**src/rtl/load_store_ctrl.sv**
```systemverilog
// Data-memory initiator: pipeline load/store -> word-indexed Mem_Read/Mem_Write, one request in flight.
// Latency: error 1, load/word store 2, sub-word store 3 (RMW); response held until rsp_ready.
module load_store_ctrl #(
  parameter int DEPTH = 64
) (
  input  logic        clk,
  input  logic        rst,
  input  logic        req_valid,
  output logic        req_ready,
  input  logic        req_we,
  input  logic [1:0]  req_size,
  input  logic        req_unsigned,
  input  logic [31:0] req_addr,
  input  logic [31:0] req_wdata,
  output logic        rsp_valid,
  input  logic        rsp_ready,
  output logic [31:0] rsp_rdata,
  output logic        rsp_err,
  output logic        Mem_Read,
  output logic        Mem_Write,
  output logic [31:0] Read_addr,
  output logic [31:0] Write_Data,
  input  logic [31:0] Mem_data_in
);

  typedef enum logic [1:0] {IDLE, READ, WRITE, RESP} state_t;

  localparam logic [1:0] SZ_BYTE = 2'b00;
  localparam logic [1:0] SZ_HALF = 2'b01;
  localparam logic [1:0] SZ_WORD = 2'b10;

  state_t      state, next_state;
  logic        we_q, uns_q, err_q;
  logic [1:0]  size_q;
  logic [31:0] addr_q, wword_q, rdata_q;
  logic [15:0] wdata_q;
  logic        req_err;
  logic [4:0]  shift;
  logic [31:0] lane, load_val, merge_val;

  always_comb begin
    req_err = 1'b0;
    case (req_size)
      SZ_HALF: req_err = req_addr[0];
      SZ_WORD: req_err = (req_addr[1:0] != 2'b00);
      SZ_BYTE: req_err = 1'b0;
      default: req_err = 1'b1;
    endcase
    if (req_addr[31:2] >= 30'(DEPTH)) req_err = 1'b1;
  end

  // Lane extraction for loads and lane replacement for sub-word stores share one shifter.
  always_comb begin
    shift     = {addr_q[1:0], 3'b000};
    lane      = Mem_data_in >> shift;
    load_val  = lane;
    merge_val = Mem_data_in;
    case (size_q)
      SZ_BYTE: begin
        load_val  = {{24{~uns_q & lane[7]}}, lane[7:0]};
        merge_val = (Mem_data_in & ~(32'h0000_00FF << shift)) | ({24'b0, wdata_q[7:0]} << shift);
      end
      SZ_HALF: begin
        load_val  = {{16{~uns_q & lane[15]}}, lane[15:0]};
        merge_val = (Mem_data_in & ~(32'h0000_FFFF << shift)) | ({16'b0, wdata_q} << shift);
      end
      default: ;
    endcase
  end

  always_ff @(posedge clk or negedge rst) begin
    if (!rst) state <= IDLE;
    else      state <= next_state;
  end

  always_comb begin
    next_state = state;
    req_ready  = 1'b0;
    rsp_valid  = 1'b0;
    rsp_rdata  = 32'b0;
    rsp_err    = 1'b0;
    Mem_Read   = 1'b0;
    Mem_Write  = 1'b0;
    Read_addr  = 32'b0;
    Write_Data = 32'b0;
    case (state)
      IDLE: begin
        req_ready = 1'b1;
        if (req_valid) begin
          if (req_err)                          next_state = RESP;
          else if (req_we && req_size == SZ_WORD) next_state = WRITE;
          else                                  next_state = READ;
        end
      end
      READ: begin
        Mem_Read   = 1'b1;
        Read_addr  = {2'b00, addr_q[31:2]};
        Write_Data = we_q ? merge_val : 32'b0;
        next_state = we_q ? WRITE : RESP;
      end
      WRITE: begin
        Mem_Write  = 1'b1;
        Read_addr  = {2'b00, addr_q[31:2]};
        Write_Data = wword_q;
        next_state = RESP;
      end
      RESP: begin
        rsp_valid = 1'b1;
        rsp_rdata = rdata_q;
        rsp_err   = err_q;
        if (rsp_ready) next_state = IDLE;
      end
      default: next_state = IDLE;
    endcase
  end

  always_ff @(posedge clk or negedge rst) begin
    if (!rst) begin
      we_q    <= 1'b0;
      uns_q   <= 1'b0;
      err_q   <= 1'b0;
      size_q  <= 2'b00;
      addr_q  <= 32'b0;
      wdata_q <= 16'b0;
      wword_q <= 32'b0;
      rdata_q <= 32'b0;
    end else begin
      case (state)
        IDLE: if (req_valid) begin
          we_q    <= req_we;
          uns_q   <= req_unsigned;
          err_q   <= req_err;
          size_q  <= req_size;
          addr_q  <= req_addr;
          wdata_q <= req_wdata[15:0];
          wword_q <= req_wdata;
          rdata_q <= 32'b0;
        end
        READ: begin
          if (we_q) wword_q <= merge_val;
          else      rdata_q <= load_val;
        end
        default: ;
      endcase
    end
  end

endmodule

```
**config.mk**
```make
export PLATFORM = sky130hd
export DESIGN_NAME = load_store_ctrl
export DESIGN_NICKNAME = d
export VERILOG_FILES = /design/src/rtl/load_store_ctrl.sv
export SDC_FILE = /design/constraint.sdc
export NUM_CORES = 1
export LEC_CHECK = 0
export BUFFER_PORTS_ARGS = -buffer_cell sky130_fd_sc_hd__buf_4
export CORE_AREA = 4 4 138 140
export DETAILED_ROUTE_END_ITERATION = 7
export DIE_AREA = 0 0 142 144
export HOLD_SLACK_MARGIN = 0.08
export PLACE_DENSITY = 0.64
export SETUP_SLACK_MARGIN = 0.5
export SLEW_MARGIN = 20
export SYNTH_ARGS = -nofsm -noshare
export SYNTH_HDL_FRONTEND = slang
export SYNTH_SLANG_ARGS = --single-unit
```
**constraint.sdc**
```tcl
create_clock -name clk -period 1.99 [get_ports clk]
set_input_delay 0.199 -clock clk [delete_from_list [all_inputs] [get_ports clk]]
set_output_delay 0.199 -clock clk [all_outputs]
set_load 0.05 [all_outputs]
```
# Yosys cells after proc, flatten, opt, wreduce, memory -nomap -nowiden
# Index checks and enable logic that the tools add are counted.
[op_classes] reduce_logical=11 n_bitwise=9 muxes=25 eq_ne=10 order_cmp=1 shift=5
[op_table] cell="case mux 32 bit (2 select lines)" count=5
[op_table] cell="two-way mux 32 bit" count=6
[op_table] cell="bitwise AND 32 bit" count=2
[op_table] cell="inverter 32 bit" count=2
[op_table] cell="OR 32 bit" count=2
[op_table] cell="<< shifter 16 x 5 -> 32 bit" count=1
[op_table] cell="<< shifter 16 x 5 -> 32 bit, first input constant" count=1
[op_table] cell="<< shifter 8 x 5 -> 32 bit" count=1
[op_table] cell="<< shifter 8 x 5 -> 32 bit, first input constant" count=1
[op_table] cell=">> shifter 32 x 5 -> 32 bit" count=1
[op_table] cell=">= comparator 30 x 7 -> 1 bit, second input constant" count=1
[op_table] cell="two-way mux 30 bit" count=1
[op_table] cell="two-way mux 2 bit" count=4
[op_table] cell="!= test 2 bit, second input constant" count=4
[op_table] cell="case mux 2 bit (4 select lines)" count=1
[op_table] cell="two-way mux 1 bit" count=7
[op_table] cell="equality test 2 x 1 -> 1 bit, second input constant" count=3
[op_table] cell="equality test 2 bit, second input constant" count=3
[op_table] cell="zero test 2 bit" count=3
[op_table] cell="AND reduction 3 bit" count=2
[op_table] cell="AND reduction 2 bit" count=2
[op_table] cell="nonzero test 2 bit" count=2
[op_table] cell="case mux 1 bit (3 select lines)" count=1
[op_table] cell="bitwise AND 1 bit" count=2
[op_table] cell="3 further kinds" count=3
[totals] ff_bits=119 wordCells=70 in_bits=104 out_inout_bits=101

# Depth between registers and ports, before layout
[depth] depth_word=7 depth_mapped=9 depth_no_buf=6

# Worst setup path after synthesis
# OpenSTA, ideal clock, no wires.
[synth_timing] path_type="flip-flop to output port" start="register state[1]" end="output port Write_Data[12]" n_path_buf=2 arrival_ps=2656 slack_ps=-865 stages_incl_launch_ff=7 required_time_ps=1791 cell_sequence="dfrtp_1 -> inv_1 -> ha_1 -> buf_2 -> nand3_1 -> clkbuf_1 -> o21ai_0"
[synth_via] elab_chain_cells=2 word_cells_on_any_way=3 classes_between="2 x eq/ne; 1 x mux"
[synth_rtl] item="start: declaration" line_no="32" rtl="state_t state, next_state;"
[synth_rtl] item="start signal: assignment" line_no="73" rtl="else state <= next_state;"
[synth_rtl] item="equality test 2 bit or equality test 2 x 1 -> 1 bit (tied branches)" line_no="86" rtl="case (state)"
[synth_rtl] item="case mux 32 bit (2 select lines) *" line_no="86"
[synth_rtl] item="end: declaration" line_no="22" rtl="output logic [31:0] Write_Data,"
# Every way passes the cells marked *; elsewhere a longest branch is shown, timed or not.

# Final worst setup path
[layout_timing] start="register addr_q[1]" end="output port Write_Data[23]"
[layout_via] elab_chain_cells=7 word_cells_on_any_way=13 classes_between="4 x shift; 3 x mux; 6 x bitwise"
[layout_rtl] item="start: declaration" line_no="35" rtl="logic [31:0] addr_q, wword_q, rdata_q;"
[layout_rtl] item="start signal: assignment" line_no="134" rtl="addr_q <= req_addr;"
[layout_rtl] item="<< shifter 16 x 5 -> 32 bit or << shifter 8 x 5 -> 32 bit (tied branches)" line_no="65, 61"
[layout_rtl] item="inverter 32 bit (on tied branches)" line_no="65, 61"
[layout_rtl] item="bitwise AND 32 bit (on tied branches)" line_no="65, 61"
[layout_rtl] item="OR 32 bit (on tied branches)" line_no="65, 61"
[layout_rtl] item="case mux 32 bit (2 select lines) *" line_no="58" rtl="case (size_q)"
[layout_rtl] item="two-way mux 32 bit *" line_no="98" rtl="Write_Data = we_q ? merge_val : 32'b0;"
[layout_rtl] item="case mux 32 bit (2 select lines) *" line_no="86"
# Marks and branches as above.

==> results.yml <==
yosys:
  syn_avg_cell_area_um2: 9.87
  synth-edff-count: 0
  ys.flop_type: "dfrtp_1"
  async_flop_share_pct: 100
  yosysWarnings: 0
  synth-seq-area-share_pct: 42.6
  synth_area_um2: 6990
  synthCells: 708
  synth.distinct_cells: 51
  ys_ff_latch: 119
cts:
  cts_made_buffers: 17
  clock_latency_ns: 0.42
  htree_levels: 4
  cts_tree: "yes"
  cts_root_buf: "clkbuf_16"
  cts_max_path_buffers: 2
  cts.sinks: 119
  clk_pin_slew_ns: 0.06
worst_setup_path:
  start_kind: "register"
  cp_top_family: "buffers and inverters"
  cp.arrival_ns: 2.17
  slowest_stage: "dfrtp_2"
  crit_buf_inv: 3
  crit_type: "register to output port"
  end_kind: "output port"
  cp.required_ns: 1.79
  crit_chain: "clkinvlp_4 > ha_4 > nand2b_4 > a21oi_2 > a221oi_2 > buf_4 > o21ai_4 > buf_6"
  max_stage_delay_ns: 0.41
  crit_path_max_fanout: 8
flow_run:
  max_cap_violations: 0
timing:
  hold_ws_ns: 0.104
  fmax_mhz: 422
  max_slew_margin_pct: 55.8
  finalMaxSlewViolations: 0
  rsz0062_at_grt: "true"
  setup_viol: 98
  fin_ws_ns: -0.381
  finalCritPeriodShare_pct: 119
  hold_violations: 0
  tightestPinTransition_ns: 0.660
  period_minus_slack_ns: 2.37
  fin_skew_ns: 0.00942
route:
  first_pass_iters: 6
  ant_nets: 0
  drtIter0Drc: 582
  vias: 7912
  routed_wirelength_mm: 33.6
  via_per_inst: 5.95
  drc: 0
  wl_per_cell_um: 25.2
global_route:
  grt_util_all_layers_pct: 29.6
  grt_overflow: 0
  antenna_found_initial: 0
  grt_pass1_wl_mm: 46.6
  grt_max_degree: 49
  grt_pass1_vias: 8095
floorplanning:
  start_util_pct: 39.2
  die_h_um: 144
  fp.dieW_um: 142
  io_pins: 205
  rows: 49
  core-area_um2: 17800
  dieArea_um2: 20400
placed_design:
  placed_area_um2: 9660
  place.gp.congestion: 0.866
  dpl.cell_count: 1133
  io_buffers: 202
  dp_slack_ns: -0.148
  dp_hpwl_mm: 18.9
status:
  violations: "setup timing"
  outcome: "complete, but fails checks"
layout:
  final_cells: 1330
  final_nets: 1200
  drive_gt1_share_pct: 63.5
  final_cell_area_um2: 14000
  synthToLayoutAreaGrowth_pct: 100
  antenna-diode-count: 0
  fillers: 1057
pwr:
  vdd_drop_max_v: 0.00179
  p_leak_nw: 6.08
  total_power_mw: 29.9
  power.density_nw_per_um2: 2140
worst_hold_path:
  holdCritPathClass: "input pin to register"
worst paths after layout:
kind / startpoint / end / slack [ns] / cells after the start
min: Mem_data_in[25] / rdata_q[25] / 0.10 / 2
max reg2reg: state[1] / wword_q[6] / -0.08 / 9
max in group asynchronous: rst / rdata_q[4] / 1.09 / 3
min in group asynchronous: rst / wword_q[14] / 0.27 / 2
min reg2reg: wword_q[2] / wword_q[2] / 0.48 / 1
max: addr_q[1] / Write_Data[23] / -0.38 / 8
state kept, by name, summed over array words and instances (netlist names):
name     count
wword_q     32
state        2
size_q       2
we_q         1
wdata_q     16
err_q        1
addr_q      32
uns_q        1
rdata_q     32
per-layer routing:
| metal | GRT usage, % | vias up | part of all wire [%] |
|---|---|---|---|
| met5 | 0 | - | 0 |
| met4 | 9.44 | 0 | 4.1 |
| li1 | - | 3361 | - |
| met1 | 36.8 | 3939 | 37 |
| met3 | 7.71 | 108 | 8.9 |
| met2 | 50.4 | 504 | 50 |
through the flow:
| stage | util (%) | setup TNS (ns) |
|---|---|---|
| after floorplan | - | 0 |
| after global placement | 54.1 | -0.205 |
| after detailed placement | 54.1 | -0.412 |
| after CTS | 71.1 | -10.58 |
| after global routing | 78.4 | -17.96 |
| final | 78.4 | -12.51 |
cells in the mapped netlist (2+ instances only):
cell type  instances  area, um2
a211oi_1           9       67.6
a21o_1            10       75.1
a21oi_1           25        125
a221o_1           15        150
a221oi_1          12        105
a22oi_1           22        165
and2_1            72        450
buf_1              2       7.51
buf_2             16       80.1
buf_4              4       30.0
buf_6              2       22.5
clkbuf_1          33        124
dfrtp_1          119       2980
ha_1               8        100
inv_1              6       22.5
mux2_2            64        721
mux2i_1           13        130
nand2_1           75        282
nand2b_1          11       68.8
nand3_1            3       15.0
nand3b_1          41        308
nor2_1            24       90.1
nor3_1             3       15.0
nor3_2             3       30.0
nor4_1             6       37.5
o211ai_1          25        188
o21ai_0           45        225
o21bai_1           3       22.5
o2bb2ai_1         15        131
worst register-to-register path: cells and delay by family, from the launching register on:
family                     cells  cell delay [ns]
buffers and inverters          4             0.54
adders and majority gates      1             0.20
DFF                            1             0.40
AOI/OAI and AO/OA              2             0.31
and+or+nand+nor                2             0.57
cells in the final DEF, fill, tap and decap left out, types with 8 or more instances in the layout:
master         count
a211oi_2           9
a21o_1             8
a21oi_2           19
a221o_1           15
a22oi_2           22
and2_4            72
buf_12            27
buf_16            15
buf_4            164
buf_6             64
buf_8             63
clkbuf_16         26
dfrtp_1          117
dlygate4sd3_1     74
mux2_2            55
mux2_4             9
mux2i_1           13
nand2_1           48
nand2_2           13
nand2_4           14
nand2b_4           8
nand3b_1          41
nor2_1            20
o211ai_1          25
o21ai_4           25
where the power goes:
group / switching [mW] / total, mW / leakage [nW] / internal, mW
Sequential: 1.08 / 4.69 / 1.47 / 3.60
Combinational: 11.1 / 21.9 / 4.30 / 10.8
Clock: 1.18 / 3.37 / 0.304 / 2.19
repair_timing:
| item | in CTS | in global routing |
|---|---|---|
| pin swaps | 49 | 65 |
| gates resized for setup | 250 | 189 |
| buffers inserted | 34 | 31 |
| gates cloned | 16 | 10 |
| hold buffers | 74 | 0 |
| endpoints found under the hold margin | 107 | 0 |
| setup endpoints to repair | 217 | 218 |
logic make-up (layout without fill, tap and decap cells):
kind of cell	after synthesis	count (layout)	synth area share, %
AO/OA/AOI/OAI	189	189	19.1
adder cells (fa/ha/maj)	8	8	1.43
buffers and inverters	63	455	4.10
flip-flops	119	119	42.6
multiplexers	79	79	12.9
other	1	2	0.0537
AND/OR/NAND/NOR	249	249	19.9
layout make-up:
cell class,instances,area (um2),share of cell area [%]
clock buffer,20,467,3.34
clock inverter,12,174,1.24
inverter,6,26.3,0.188
multi-input combinational,527,5200,37.2
sequential,119,2980,21.3
tap,229,287,2.05
timing repair buffer,417,4850,34.7
Note: power is estimated with default switching activity, not from simulation.
